File: src/rtl/jtgng_objdma_ctrl.sv
`default_nettype none
// ============================================================================
// Module   : jtgng_objdma_ctrl
// Purpose  : Object-RAM DMA controller. On a frame trigger it requests the
//            CPU bus and, once granted, copies 2**AW bytes from the CPU work
//            RAM into the object buffer write port, one byte per cen cycle,
//            in ascending address order.
// Revision : 1.0 - initial release
// ----------------------------------------------------------------------------
// Ports
//   clk       system clock (CPU/video domain)
//   rst_n     asynchronous active-low reset
//   cen       clock enable; state advances only on enabled edges
//   dma_trig  start request, accepted only while idle
//   bus_ack   CPU bus grant (BA/BS decoded)
//   bus_req   CPU bus request (BR)
//   src_addr  work RAM read address
//   src_din   work RAM read data, one cen cycle behind src_addr
//   buf_addr  object buffer write address
//   buf_dout  object buffer write data
//   buf_we    object buffer write enable
//   busy      transfer in progress
//   done      one-cen-cycle end-of-transfer pulse
// ============================================================================
module jtgng_objdma_ctrl #(
    parameter int AW = 9,
    parameter int DW = 8
) (
    input  logic          clk,
    input  logic          rst_n,
    input  logic          cen,
    input  logic          dma_trig,
    input  logic          bus_ack,
    output logic          bus_req,
    output logic [AW-1:0] src_addr,
    input  logic [DW-1:0] src_din,
    output logic [AW-1:0] buf_addr,
    output logic [DW-1:0] buf_dout,
    output logic          buf_we,
    output logic          busy,
    output logic          done
);

    localparam logic [1:0] c_st_idle = 2'd0;
    localparam logic [1:0] c_st_req  = 2'd1;
    localparam logic [1:0] c_st_copy = 2'd2;
    localparam logic [1:0] c_st_done = 2'd3;

    localparam logic [AW-1:0] c_last = {AW{1'b1}};

    logic [1:0]    r_state,    w_state;
    logic          r_bus_req,  w_bus_req;
    logic [AW-1:0] r_src_addr, w_src_addr;
    logic [AW-1:0] r_buf_addr, w_buf_addr;
    logic [DW-1:0] r_buf_dout, w_buf_dout;
    logic          r_buf_we,   w_buf_we;
    logic          r_busy,     w_busy;
    logic          r_done,     w_done;
    // r_pend: a read was issued last cycle, so src_din now holds the byte
    // for r_rd_addr. r_wrote: at least one byte of this transfer is written.
    logic          r_pend,     w_pend;
    logic [AW-1:0] r_rd_addr,  w_rd_addr;
    logic          r_wrote,    w_wrote;

    always_comb begin
        w_state    = r_state;
        w_bus_req  = r_bus_req;
        w_src_addr = r_src_addr;
        w_buf_addr = r_buf_addr;
        w_buf_dout = r_buf_dout;
        w_buf_we   = r_buf_we;
        w_busy     = r_busy;
        w_done     = r_done;
        w_pend     = r_pend;
        w_rd_addr  = r_rd_addr;
        w_wrote    = r_wrote;

        case (r_state)
            c_st_idle: begin
                w_done = 1'b0;
                if (dma_trig) begin
                    w_state    = c_st_req;
                    w_bus_req  = 1'b1;
                    w_busy     = 1'b1;
                    w_src_addr = '0;
                    w_buf_addr = '0;
                    w_buf_we   = 1'b0;
                    w_pend     = 1'b0;
                    w_wrote    = 1'b0;
                end
            end
            c_st_req: begin
                if (bus_ack) begin
                    w_state = c_st_copy;
                end
            end
            c_st_copy: begin
                if (bus_ack) begin
                    w_buf_we = r_pend;
                    if (r_pend) begin
                        w_buf_dout = src_din;
                        w_buf_addr = r_rd_addr;
                        w_wrote    = 1'b1;
                    end
                    if (r_pend && (r_rd_addr == c_last)) begin
                        w_state = c_st_done;
                        w_pend  = 1'b0;
                    end else begin
                        // The address stalls at the top so the final byte
                        // is still presented while its data comes back.
                        if (r_src_addr != c_last) begin
                            w_src_addr = r_src_addr + AW'(1);
                        end
                        w_rd_addr = r_src_addr;
                        w_pend    = 1'b1;
                    end
                end else begin
                    // Bus lost: drop the in-flight read and rewind so it is
                    // fetched again once the grant returns.
                    w_buf_we   = 1'b0;
                    w_pend     = 1'b0;
                    w_src_addr = r_wrote ? (r_buf_addr + AW'(1)) : '0;
                end
            end
            c_st_done: begin
                w_buf_we  = 1'b0;
                w_bus_req = 1'b0;
                w_busy    = 1'b0;
                w_done    = 1'b1;
                w_state   = c_st_idle;
            end
            default: begin
                w_state = c_st_idle;
            end
        endcase
    end

    always_ff @(posedge clk or negedge rst_n) begin
        if (!rst_n) begin
            r_state    <= c_st_idle;
            r_bus_req  <= 1'b0;
            r_src_addr <= '0;
            r_buf_addr <= '0;
            r_buf_dout <= '0;
            r_buf_we   <= 1'b0;
            r_busy     <= 1'b0;
            r_done     <= 1'b0;
            r_pend     <= 1'b0;
            r_rd_addr  <= '0;
            r_wrote    <= 1'b0;
        end else if (cen) begin
            r_state    <= w_state;
            r_bus_req  <= w_bus_req;
            r_src_addr <= w_src_addr;
            r_buf_addr <= w_buf_addr;
            r_buf_dout <= w_buf_dout;
            r_buf_we   <= w_buf_we;
            r_busy     <= w_busy;
            r_done     <= w_done;
            r_pend     <= w_pend;
            r_rd_addr  <= w_rd_addr;
            r_wrote    <= w_wrote;
        end
    end

    assign bus_req  = r_bus_req;
    assign src_addr = r_src_addr;
    assign buf_addr = r_buf_addr;
    assign buf_dout = r_buf_dout;
    assign buf_we   = r_buf_we;
    assign busy     = r_busy;
    assign done     = r_done;

endmodule
`default_nettype wire

File: config.mk
export PLATFORM = sky130hd
export DESIGN_NAME = jtgng_objdma_ctrl
export DESIGN_NICKNAME = d
export VERILOG_FILES = /design/src/rtl/jtgng_objdma_ctrl.sv
export SDC_FILE = /design/constraint.sdc
export NUM_CORES = 1
export LEC_CHECK = 0
export CAP_MARGIN = 30
export CORE_ASPECT_RATIO = 0.9
export CORE_MARGIN = 4
export CORE_UTILIZATION = 30
export CTS_BUF_LIST = sky130_fd_sc_hd__clkbuf_8
export DETAILED_ROUTE_END_ITERATION = 6
export PLACE_DENSITY_LB_ADDON = 0.1
export SYNTH_ARGS = -nofsm -noshare
export SYNTH_HDL_FRONTEND = slang
export SYNTH_SLANG_ARGS = --single-unit
File: constraint.sdc
create_clock -name clk -period 3.42 [get_ports clk]
set_input_delay 0.342 -clock clk [delete_from_list [all_inputs] [get_ports clk]]
set_output_delay 0.342 -clock clk [all_outputs]
set_load 0.02 [all_outputs]
# Word-level counts from Yosys, hierarchy flattened

Cells that the tools add are included.

Bitwise logic cells: 1
Reductions and logical operators: 14
Add/subtract/negate cells: 2
Equality and inequality tests: 12
Mux-type cells: 26

Operators by type and width:

| kind                | number |
|---|---|
| $mux 9              | 7 |
| $pmux 9 s2          | 2 |
| $add 9x1->9 const B | 2 |
| $reduce_and 5->1    | 3 |
| $ne 2x2->1 const B  | 5 |
| $eq 9x9->1 const B  | 1 |
| $ne 9x9->1 const B  | 1 |
| $reduce_and 3->1    | 3 |
| $mux 2              | 4 |
| $pmux 1 s2          | 4 |
| $pmux 2 s4          | 1 |
| $reduce_and 4->1    | 2 |
| $mux 1              | 7 |
| $ne 3x3->1 const B  | 2 |
| $eq 2x2->1 const B  | 2 |
| $reduce_bool 2->1   | 2 |
| $pmux 1 s3          | 1 |
| $reduce_bool 3->1   | 1 |
| $eq 2x1->1 const B  | 1 |
| $logic_not 2->1     | 1 |
| $reduce_and 2->1    | 1 |
| $logic_and 1x1->1   | 1 |
| $not 1->1           | 1 |

Bits in registers: 42
Input port bits: 13
Output and inout port bits: 30
Word-level logic and storage cells: 65

# Longest topological paths before layout

Gate-level depths: netlist of run 1.

Word-level depth: 5
Gate-level depth with buffers: 9

# Worst setup path before layout of run 1

Ideal clock, no wire load.

Kind: register -> register
From: register r_state[0]
To: register r_src_addr[1] (netlist: src_addr[1])
Setup time: 125 ps
Period minus slack after synthesis: 1912 ps
Data arrival time: 1787 ps
Path slack: 1508 ps
Path buffers: 1
Cell stages (with the launch flop): 8
Cells stage by stage: dfrtp_1 inv_1 ha_1 buf_2 nand2_1 or4_4 nand3_2 mux2_4

Longest elaborated chain between the ends: 3
Elaborated cells on any way between the ends: 8
Classes of those cells: eq/ne: 4; mux: 1; reduce/logical: 3

Ends and longest elaborated chain:

| element                                              | RTL line | RTL |
|---|---|---|
| start, declared                                      | 51       | `logic [1:0] r_state, w_state;` |
| start signal, assigned                               | 140      | `r_state <= c_st_idle;` |
| start signal, assigned                               | 152      | `r_state <= w_state;` |
| $eq 2x2->1 / $logic_not 2->1 (equally long branches) | 78       | `case (r_state)` |
| $ne 3x3->1 (no line) (tied with other cells)         | --       |  |
| $reduce_and 5->1 (no line)                           | --       |  |
| end signal, assigned                                 | 154      | `r_src_addr <= w_src_addr;` |
| end, declared                                        | 53       | `logic [AW-1:0] r_src_addr, w_src_addr;` |

Several ways; a longest one is shown, not always the timed one.
A chain may end at the register's enable or synchronous reset.

# Worst setup path in the final report of run 1

From: register r_state[0]
To: register r_pend

Longest elaborated chain between the ends: 3
Elaborated cells on any way between the ends: 6
Classes of those cells: eq/ne: 2; mux: 1; reduce/logical: 3

Ends and longest elaborated chain:

| element                                                          | RTL line | RTL |
|---|---|---|
| $eq 2x2->1 / $logic_not 2->1 (equally long branches)             | 78       |  |
| $reduce_bool 2->1 (no line) / $ne 2x2->1 (equally long branches) | --       |  |
| $reduce_and 3->1 (no line)                                       | --       |  |
| end signal, assigned                                             | 160      | `r_pend <= w_pend;` |
| end, declared                                                    | 61       | `logic r_pend, w_pend;` |

Several ways; a longest one is shown, not always the timed one.

==> reports/metrics.cfg, run 1 <==
[floorplan]
ioPinCount = 43
core_area_sq_mm = 0.007184
die_y_um = 90.15
dieArea_sq_mm = 0.008950
die_w_um = 99.28
initial_core_util = 0.3131
rows = 29

[pwr]
peakVddDrop_mv = 0.2381
total_power_mw = 1.628
p_leak_nw = 1.207
p_int_mw = 1.064
p_per_area_mw_per_mm2 = 567.0
power.switching_mw = 0.5637
swShare = 0.3464
p_comb_frac = 0.349
seqPwrFrac = 0.414
clkPwrFrac = 0.237

[critical_path]
crit_fanout = 12
cp.required_ps = 3620
arrival_ps = 2410
worstSetupStartpointType = flip-flop
timing_worst_setup_path_type = reg2reg
critPathCaptureType = flip-flop

[place]
hpwlAfterDp_um = 4353
portBuffers = 42
pre_cts_ws_ps = 1073
gp_congestion = 0.8462
placed_cells = 330

[detailed_routing]
drt_first_pass_iters = 4
drt-vias-per-instance = 5.192
wl_per_cell_um = 16.76
post-route-drc-count = 0
num_vias = 1760
ant_nets = 0
drt_iter0_drc = 122
wl_um = 5683

[finish]
areaGrowthSynthToFinish_pct = 27.59
layout.nets = 266
stdcell_count = 339
antennaDiodeCount = 0
drive_above_1_share = 0.1585

[yosys]
yosysWarnings = 0
syn_area_sq_mm = 0.002250
synth-simple-area-share = 0.1613
synthAdderAreaFrac = 0.04449
ys_seq_area_frac = 0.4672
synth-xor-area-share = 0.01168
synth_ff_type = dfrtp_1
synth-compound-area-share = 0.1813
synthMuxAreaShare = 0.09622
synth-seq-cells = 42
syn_nets = 223
async_reset_ff_frac = 1.000
synth_area_per_cell_sq_um = 11.14
synth_cell_types = 54
synth_edf_count = 0
syn_inst = 202
synth_top_family_by_area = compound AO/OA/AOI/OAI gates

[grt]
antenna_found_initial = 0
grt_max_degree = 28
grt_pass1_wl_um = 9508
overflow = 0
grt_pass1_vias = 1734
globalRouteTotalUtil = 0.1335

[clocking]
clock-sinks = 42
root_buffer = clkbuf_8
cts_tree = yes
cts_made_buffers = 5
clk_latency_ps = 290
cts.htree.levels = 2
clk_pin_slew_worst_paths_ps = 80
max-clock-path-buffers = 2

[sta]
rsz0062_at_grt = no
hold_viol = 0
setup_ws_ps = 1213
final.min_clock_period_ps = 2207
fin_skew_ps = 5.198
tns_ps = 0
slew-limit-headroom = 0.3325
slew_viol_final = 0
setup_violations = 0
tightest_slew_ps = 999.7
finalCritPeriodShare = 0.6452
fmax_mhz = 453.2

[hold_path]
worstHoldPathType = in2async

[flow_run]
drv_cap = 0

[run_status]
outcome = finished clean

## cell families after synthesis
group                    count (synthesis)
multiplexers                            19
XOR/XNOR                                 3
buffers and inverters                   17
flip-flops                              42
adder cells (fa/ha/maj)                  8
AND/OR/NAND/NOR                         63
AO/OA/AOI/OAI                           50
## critical path: stages, from the launching register on
cell      delay (ps)
dfrtp_1          440
inv_1            100
ha_1             380
and2_1           330
o311ai_2         360
a31o_2           370
a22oi_1          140
## area by class of cell
type,count,area (sq um)
repair buffers,44,445.4
flip-flops and latches,42,1051
inverters,9,33.78
multi-input cells,143,1114
clock buffers,5,68.82
fillers,699,4314
clock inverters,3,41.29
well taps,93,116.4
## metrics by stage
stage                 util  area [sq um]  hold slack [ps]
global route        0.3995          2870            533.2
CTS                 0.3995          2870            512.7
finish              0.3995          2870            499.8
global placement    0.3800          2730            486.0
floorplan                -          2250            46.41
detailed placement  0.3828          2750            293.9
## state kept, by name (all words and copies together), names as in the netlist
register	cells
r_rd_addr	9
busy	1
src_addr	9
r_pend	1
done	1
buf_we	1
buf_dout	8
buf_addr	9
r_wrote	1
r_state	2
## cells in the mapped netlist (all sizes together) (2+ instances only)
cell    instances  area share
nor4            7       0.019
xor2            2      0.0078
nor2            4      0.0078
a22o            9       0.035
o211a           3       0.013
o211ai          2      0.0067
nor3            8       0.018
nand3          12       0.031
dfrtp          42        0.47
nand2b          3       0.012
a22oi           2      0.0067
o31ai           4       0.019
nand4           4       0.018
o22ai           3      0.0083
mux2           18       0.092
o32a            2      0.0089
nand2          16       0.027
ha              8       0.044
a221oi          3       0.012
o21ai           7       0.017
a31oi           3      0.0083
inv             9       0.015
a21oi           2      0.0044
buf             7       0.021
and2            2      0.0061
o311ai          3       0.015
## power groups by stage
stage / clock network, mW / registers (mW) / logic, mW
finish: 0.385 / 0.674 / 0.568
global route: 0.418 / 0.691 / 0.625
CTS: 0.400 / 0.675 / 0.575
detailed placement: 0 / 0.685 / 0.571
global placement: 0 / 0.686 / 0.577
floorplan: 0 / 0.729 / 0.311
## final timing paths
check	from	to	slack, ps	cells after the start
min reg2reg	buf_we	buf_we	510	2
max reg2reg	r_state[0]	r_pend	1210	6
min in group clk	buf_we	buf_we	510	2
max in group asynchronous	rst_n	buf_dout[4]	2450	3
max	r_state[0]	r_pend	1210	6
min	rst_n	src_addr[6]	500	2
## repair_timing
| item | in CTS | in global routing |
|---|---|---|
| gates resized for setup | 0 | 0 |
| hold endpoints to repair | 15 | 0 |
| setup buffers | 0 | 0 |
| hold buffers | 1 | 0 |
## layout by cell type (no fill, tap or decap), types with 3 or more instances in the layout
cell type	count
a22o_1	9
inv_1	10
nand4_1	3
nand2_1	16
ha_1	8
clkdlybuf4s50_1	41
clkbuf_8	5
a31oi_1	3
nor4_1	7
nor3_1	8
o22ai_1	3
a221oi_1	3
o21ai_0	6
nor2_1	3
nand3_1	10
o31ai_1	3
o211a_1	3
dfrtp_1	42
mux2_2	17
## per-layer routing
metal  part of all wire  track usage  up-vias
met2               0.42       0.1840       39
li1                   -            -      856
met3              0.041      0.02786        7
met4              0.012      0.03754        0
met1               0.53       0.2075      858
met5                  0            0        -
Power figures use the tool's default switching activity.
==> inputs of run 2 (changes only) <==
==> constraint.sdc (replaced) <==
create_clock -name clk -period 1.86 [get_ports clk]
set_input_delay 0.186 -clock clk [delete_from_list [all_inputs] [get_ports clk]]
set_output_delay 0.186 -clock clk [all_outputs]
set_load 0.02 [all_outputs]
==> reports/metrics.cfg, run 2 (synthesis results as in run 1) <==
[run_status]
outcome = finished clean  ; unchanged

[finish]
areaGrowthSynthToFinish_pct = 39.99  ; was 27.59%
multi_input_area_sq_mm = 0.001171  ; was 0.001114 sq mm
final-seq-area_sq_mm = 0.001052  ; was 0.001051 sq mm
drive_above_1_share = 0.2975  ; was 0.1585
fillerInstances = 687  ; was 699
layout_common_cells = 41 x dfrtp_1, 41 x clkdlybuf4s50_1, 34 x buf_4  ; was 42 x dfrtp_1, 41 x clkdlybuf4s50_1, 17 x mux2_2
antennaDiodeCount = 0  ; unchanged
finish.utilization = 0.4383  ; was 0.3995
layout.nets = 299  ; was 266

[critical_path]
path_buf_inv = 1  ; unchanged
timing_worst_setup_path_type = reg2reg  ; unchanged
rr_worst_depth = 6  ; unchanged
r2r_setup_slack_ps = 60  ; was 1210 ps
r2r_end = src_addr[1]  ; was r_pend
critPathCaptureType = flip-flop  ; unchanged
worstSetupStartpointType = flip-flop  ; unchanged
path_depth = 6  ; unchanged
cpMaxStageDelayCell = or4_4  ; was dfrtp_1
cpLargestDelayFamily = simple AND/OR/NAND/NOR gates  ; was compound AO/OA/AOI/OAI gates
reg2reg_from = r_state[1]  ; was r_state[0]
crit_path_start = r_state[1]  ; was r_state[0]
crit_fanout = 6  ; was 12
path_cells = buf_4 > ha_4 > nand2_1 > or4_4 > nand3_4 > mux2_4  ; was inv_1 > ha_1 > and2_1 > o311ai_2 > a31o_2 > a22oi_1
arrival_ps = 1980  ; was 2410 ps
critPathMaxStageDelay_ps = 510  ; was 440 ps
worstSetupEndpoint = src_addr[1]  ; was r_pend
cp.required_ps = 2040  ; was 3620 ps

[floorplan]
core_area_sq_mm = 0.007184  ; unchanged
rows = 29  ; unchanged
die_w_um = 99.28  ; unchanged
initial_core_util = 0.3131  ; unchanged
dieArea_sq_mm = 0.008950  ; unchanged
die_y_um = 90.15  ; unchanged
ioPinCount = 43  ; unchanged

[grt]
grt_max_degree = 21  ; was 28
grt_pass1_vias = 1991  ; was 1734
overflow = 0  ; unchanged
grt_pass1_wl_um = 10520  ; was 9508 um
antenna_found_initial = 0  ; unchanged
globalRouteTotalUtil = 0.1474  ; was 0.1335

[sta]
fin_skew_ps = 7.710  ; was 5.198 ps
hold_viol = 0  ; unchanged
setup_violations = 0  ; unchanged
tightest_slew_ps = 451.3  ; was 999.7 ps
slew-limit-headroom = 0.6991  ; was 0.3325
finalCritPeriodShare = 0.9683  ; was 0.6452
setup_ws_ps = 59.03  ; was 1213 ps
final.min_clock_period_ps = 1801  ; was 2207 ps
slew_viol_final = 0  ; unchanged
fmax_mhz = 555.3  ; was 453.2 MHz

[clocking]
cts_made_buffers = 5  ; unchanged
clock-sinks = 42  ; unchanged
cts_tree = yes  ; unchanged
root_buffer = clkbuf_8  ; unchanged
cts.htree.levels = 2  ; unchanged
max-clock-path-buffers = 2  ; unchanged
clk_pin_slew_worst_paths_ps = 90  ; was 80 ps
clk_latency_ps = 290  ; about the same

[detailed_routing]
post-route-drc-count = 0  ; unchanged
drt-vias-per-instance = 5.008  ; was 5.192
num_vias = 1863  ; was 1760
wl_um = 6202  ; was 5683 um
wl_per_cell_um = 16.67  ; was 16.76 um
drt_first_pass_iters = 4  ; unchanged
ant_nets = 0  ; unchanged
drt_iter0_drc = 51  ; was 122

[pwr]
peakVddDrop_mv = 0.5574  ; was 0.2381 mV
p_per_area_mw_per_mm2 = 1018  ; was 567.0 mW/mm^2
p_leak_nw = 1.366  ; was 1.207 nW

[hold_path]
worstHoldPathType = in2async  ; unchanged

[place]
pre_cts_ws_ps = -14.68  ; was 1073 ps
hpwlAfterDp_um = 4781  ; was 4353 um
gp_congestion = 0.8136  ; was 0.8462
portBuffers = 42  ; unchanged

[flow_run]
drv_cap = 0  ; unchanged

-- run 2: metrics by stage --
step / setup TNS [ps] / power, mW / area, sq um / hold WS [ps] / cells
6_report: 0 / 3.206 / 3149 / 325.0 / 372
4_1_cts: 0 / 3.149 / 3087 / 328.4 / 370
3_3_place_gp: 0 / 2.492 / 2979 / 105.3 / 361
3_5_place_dp: -47.71 / 2.496 / 2979 / 101.7 / 361
5_1_grt: -2.375 / 3.444 / 3149 / 337.8 / 372
2_1_floorplan: 0 / 1.936 / 2265 / -109.6 / 202
-- run 2: worst register-to-register path, delay by kind of cell (launching register included) --
kind	cells	cell delay, ps
flip-flops	1	380
buffers and inverters	1	130
multiplexers	1	300
AND/OR/NAND/NOR	3	730
adder cells (fa/ha/maj)	1	150
-- run 2: power by group --
| group | total, mW | internal, mW | switching (mW) |
|---|---|---|---|
| Clock | 0.631 | 0.302 | 0.329 |
| Sequential | 1.20 | 1.07 | 0.125 |
| Combinational | 1.38 | 0.694 | 0.682 |
| Total | 3.21 | 2.07 | 1.14 |
-- run 2: cell type report --
type	instances	area share
clock inverters	2	0.003973
inverters	9	0.01073
clock buffers	6	0.02622
repair buffers	77	0.2161
multi-input cells	143	0.3719
well taps	93	0.03695
flip-flops and latches	42	0.3341
-- run 2: how the worst min path moves through the flow --
stage                     start           to  slack [ps]  cells after the start
after CTS                 rst_n  src_addr[6]         330                      2
after floorplan           rst_n  buf_addr[0]        -110                      0
final                     rst_n  src_addr[7]         320                      2
after global placement    rst_n  src_addr[6]         110                      1
after detailed placement  rst_n  src_addr[7]         100                      1
after global routing      rst_n  src_addr[7]         340                      2
-- run 2: per-layer routing --
metal,global-route usage,part of all wire,up-vias,wire (um)
li1,-,-,922,-
met4,0.03754,0.013,0,82
met1,0.2119,0.50,887,3103
met2,0.2220,0.44,44,2714
met3,0.03483,0.048,10,300
met5,0,0,-,0
-- run 2: what timing repair did --
| action | 4_1_cts | 5_1_grt |
|---|---|---|
| hold buffers | 1 | 0 |
| pin swaps | 0 | 5 |
| hold endpoints to repair | 11 | 0 |
| setup endpoints to repair | 5 | 19 |
| setup buffers | 0 | 2 |
| resized for setup | 1 | 11 |
==> inputs of run 3 (changes only) <==
--- a/config.mk
+++ b/config.mk
@@ -12,6 +12,9 @@
 export CTS_BUF_LIST = sky130_fd_sc_hd__clkbuf_8
 export DETAILED_ROUTE_END_ITERATION = 6
 export PLACE_DENSITY_LB_ADDON = 0.1
+export SKIP_CTS_REPAIR_TIMING = 1
+export SLEW_MARGIN = 20
 export SYNTH_ARGS = -nofsm -noshare
 export SYNTH_HDL_FRONTEND = slang
 export SYNTH_SLANG_ARGS = --single-unit
+export TNS_END_PERCENT = 30
==> reports/metrics.cfg, run 3 (synthesis results as in run 1) <==
[finish]
layout.nets = 297  ; was 299
layout_commonest_cell = dfrtp_1
layout_common_cells = 42 x dfrtp_1, 41 x clkdlybuf4s50_1, 33 x buf_4  ; was 41 x dfrtp_1, 41 x clkdlybuf4s50_1, 34 x buf_4
fillerInstances = 697  ; was 687
antennaDiodeCount = 0  ; unchanged
finish.utilization = 0.4373  ; was 0.4383
drive_above_1_share = 0.2960  ; was 0.2975
design_area_sq_mm = 0.003142  ; was 0.003149 sq mm
stdcell_count = 370  ; was 372
areaGrowthSynthToFinish_pct = 39.66  ; was 39.99%

[sta]
fmax_mhz = 565.6  ; was 555.3 MHz
hold_viol = 42  ; was 0
setup_violations = 0  ; unchanged
fin_skew_ps = 8.044  ; was 7.710 ps
tightest_slew_ps = 575.5  ; was 451.3 ps
final.min_clock_period_ps = 1768  ; was 1801 ps
slew_viol_final = 0  ; unchanged
finalCritPeriodShare = 0.9506  ; was 0.9683
slew-limit-headroom = 0.6163  ; was 0.6991
fin_hold_ws_ps = -44.96  ; was 325.0 ps
rsz0062_at_grt = yes

[clocking]
clock-sinks = 42  ; unchanged
cts_tree = yes  ; unchanged
clk_pin_slew_worst_paths_ps = 90  ; about the same
clk_latency_ps = 290  ; about the same
cts.htree.levels = 2  ; unchanged
cts_made_buffers = 5  ; unchanged
root_buffer = clkbuf_8  ; unchanged
max-clock-path-buffers = 2  ; unchanged

[floorplan]
dieArea_sq_mm = 0.008950  ; unchanged
initial_core_util = 0.3131  ; unchanged
die_y_um = 90.15  ; unchanged
rows = 29  ; unchanged
core_area_sq_mm = 0.007184  ; unchanged
die_w_um = 99.28  ; unchanged
ioPinCount = 43  ; unchanged

[pwr]
seqPwrFrac = 0.367  ; was 0.374
clkPwrFrac = 0.223  ; was 0.197
total_power_mw = 3.269  ; was 3.206 mW
p_leak_nw = 1.357  ; was 1.366 nW
swShare = 0.3467  ; was 0.3544
p_comb_frac = 0.410  ; was 0.429
power.switching_mw = 1.133  ; was 1.136 mW
peakVddDrop_mv = 0.5840  ; was 0.5574 mV
p_per_area_mw_per_mm2 = 1041  ; was 1018 mW/mm^2
p_int_mw = 2.136  ; was 2.070 mW

[flow_run]
drv_cap = 0  ; unchanged

[critical_path]
cp.required_ps = 2080  ; was 2040 ps
path_cells = ha_1 > nand3_1 > nor3_1 > ha_2 > inv_1 > o31ai_4 > a211o_1 > o22ai_1  ; was buf_4 > ha_4 > nand2_1 > or4_4 > nand3_4 > mux2_4
timing_worst_setup_path_type = reg2reg  ; unchanged
cpLargestDelayFamily = compound AO/OA/AOI/OAI gates  ; was simple AND/OR/NAND/NOR gates
cpMaxStageDelayCell = dfrtp_1  ; was or4_4
critPathMaxStageDelay_ps = 390  ; was 510 ps
path_buf_inv = 1  ; unchanged
worstSetupStartpointType = flip-flop  ; unchanged
rr_worst_depth = 8  ; was 6
critPathCaptureType = flip-flop  ; unchanged
crit_fanout = 8  ; was 6
path_depth = 8  ; was 6
arrival_ps = 1990  ; was 1980 ps

[place]
gp_congestion = 0.7961  ; was 0.8136
placed_area_sq_mm = 0.002978  ; was 0.002979 sq mm
hpwlAfterDp_um = 4561  ; was 4781 um
portBuffers = 42  ; unchanged
placed_cells = 361  ; unchanged

[grt]
overflow = 0  ; unchanged
grt_pass1_vias = 1904  ; was 1991
grt_pass1_wl_um = 10170  ; was 10520 um
grt_max_degree = 43  ; was 21
antenna_found_initial = 0  ; unchanged
globalRouteTotalUtil = 0.1409  ; was 0.1474

[detailed_routing]
post-route-drc-count = 0  ; unchanged
ant_nets = 0  ; unchanged
num_vias = 1955  ; was 1863
drt_first_pass_iters = 4  ; unchanged
drt_iter0_drc = 79  ; was 51
wl_per_cell_um = 16.74  ; was 16.67 um
drt-vias-per-instance = 5.284  ; was 5.008
wl_um = 6193  ; was 6202 um

[run_status]
failed_checks = negative hold slack
outcome = finished, violations left  ; was finished clean

[hold_path]
worstHoldPathType = in2async  ; unchanged

run 3: cell count changes in the layout (fill, tap and decap cells not counted), sizes merged:
| cell | before | now |
|---|---|---|
| dlygate4sd3 | 1 | 0 |
| bufinv | 0 | 1 |
| buf | 35 | 34 |
| inv | 11 | 10 |
| clkbuf | 6 | 5 |
| clkinvlp | 0 | 1 |
run 3: per-layer routing:
| layer | global-route usage | part of all wire | vias up |
|---|---|---|---|
| met5 | 0 | 0 | - |
| met4 | 0.02730 | 0.0061 | 0 |
| met3 | 0.03019 | 0.054 | 5 |
| met2 | 0.2069 | 0.44 | 54 |
| met1 | 0.2124 | 0.50 | 973 |
| li1 | - | - | 923 |
run 3: worst register-to-register path, cell delays in order (launching register included):
cell and delay [ps]:
dfrtp_1 390, ha_1 220, nand3_1 100, nor3_1 60, ha_2 180, inv_1 80
o31ai_4 120, a211o_1 350, o22ai_1 190
run 3: cell type report:
cell class                 instances  area, sq um  share of cell area
tap                               93        116.4             0.03704
inverter                           9        33.78             0.01075
timing repair buffer              75        663.1              0.2111
clock buffer                       5        68.82             0.02190
clock inverter                     3        41.29             0.01314
multi-input combinational        143         1167              0.3716
sequential                        42         1051              0.3345
run 3: power by group through the flow:
stage / Combinational, mW / Sequential (mW) / Clock, mW
after global placement: 1.29 / 1.21 / 0
final: 1.34 / 1.20 / 0.729
after detailed placement: 1.28 / 1.21 / 0
after global routing: 1.45 / 1.23 / 0.800
after CTS: 1.29 / 1.19 / 0.752
after floorplan: 0.593 / 1.34 / 0
run 3: final timing paths:
| kind | start | endpoint | slack [ps] |
|---|---|---|---|
| min in group clk | src_din[1] | buf_dout[1] | 500 |
| worst min register to register | buf_dout[0] | buf_dout[0] | 510 |
| worst max-delay path | src_addr[0] | src_addr[6] | 90 |
| worst max register to register | src_addr[0] | src_addr[6] | 90 |
| max in group asynchronous | rst_n | r_pend | 1500 |
| worst min-delay path | rst_n | src_addr[7] | -40 |
run 3: stage by stage:
stage | TNS [ps] | worst slack (ps)
floorplan | -21.57 | -7.189
global placement | -23.63 | -23.63
detailed placement | 0 | 8.093
CTS | -6.237 | -6.237
global route | -12.62 | -7.389
finish | 0 | 91.85
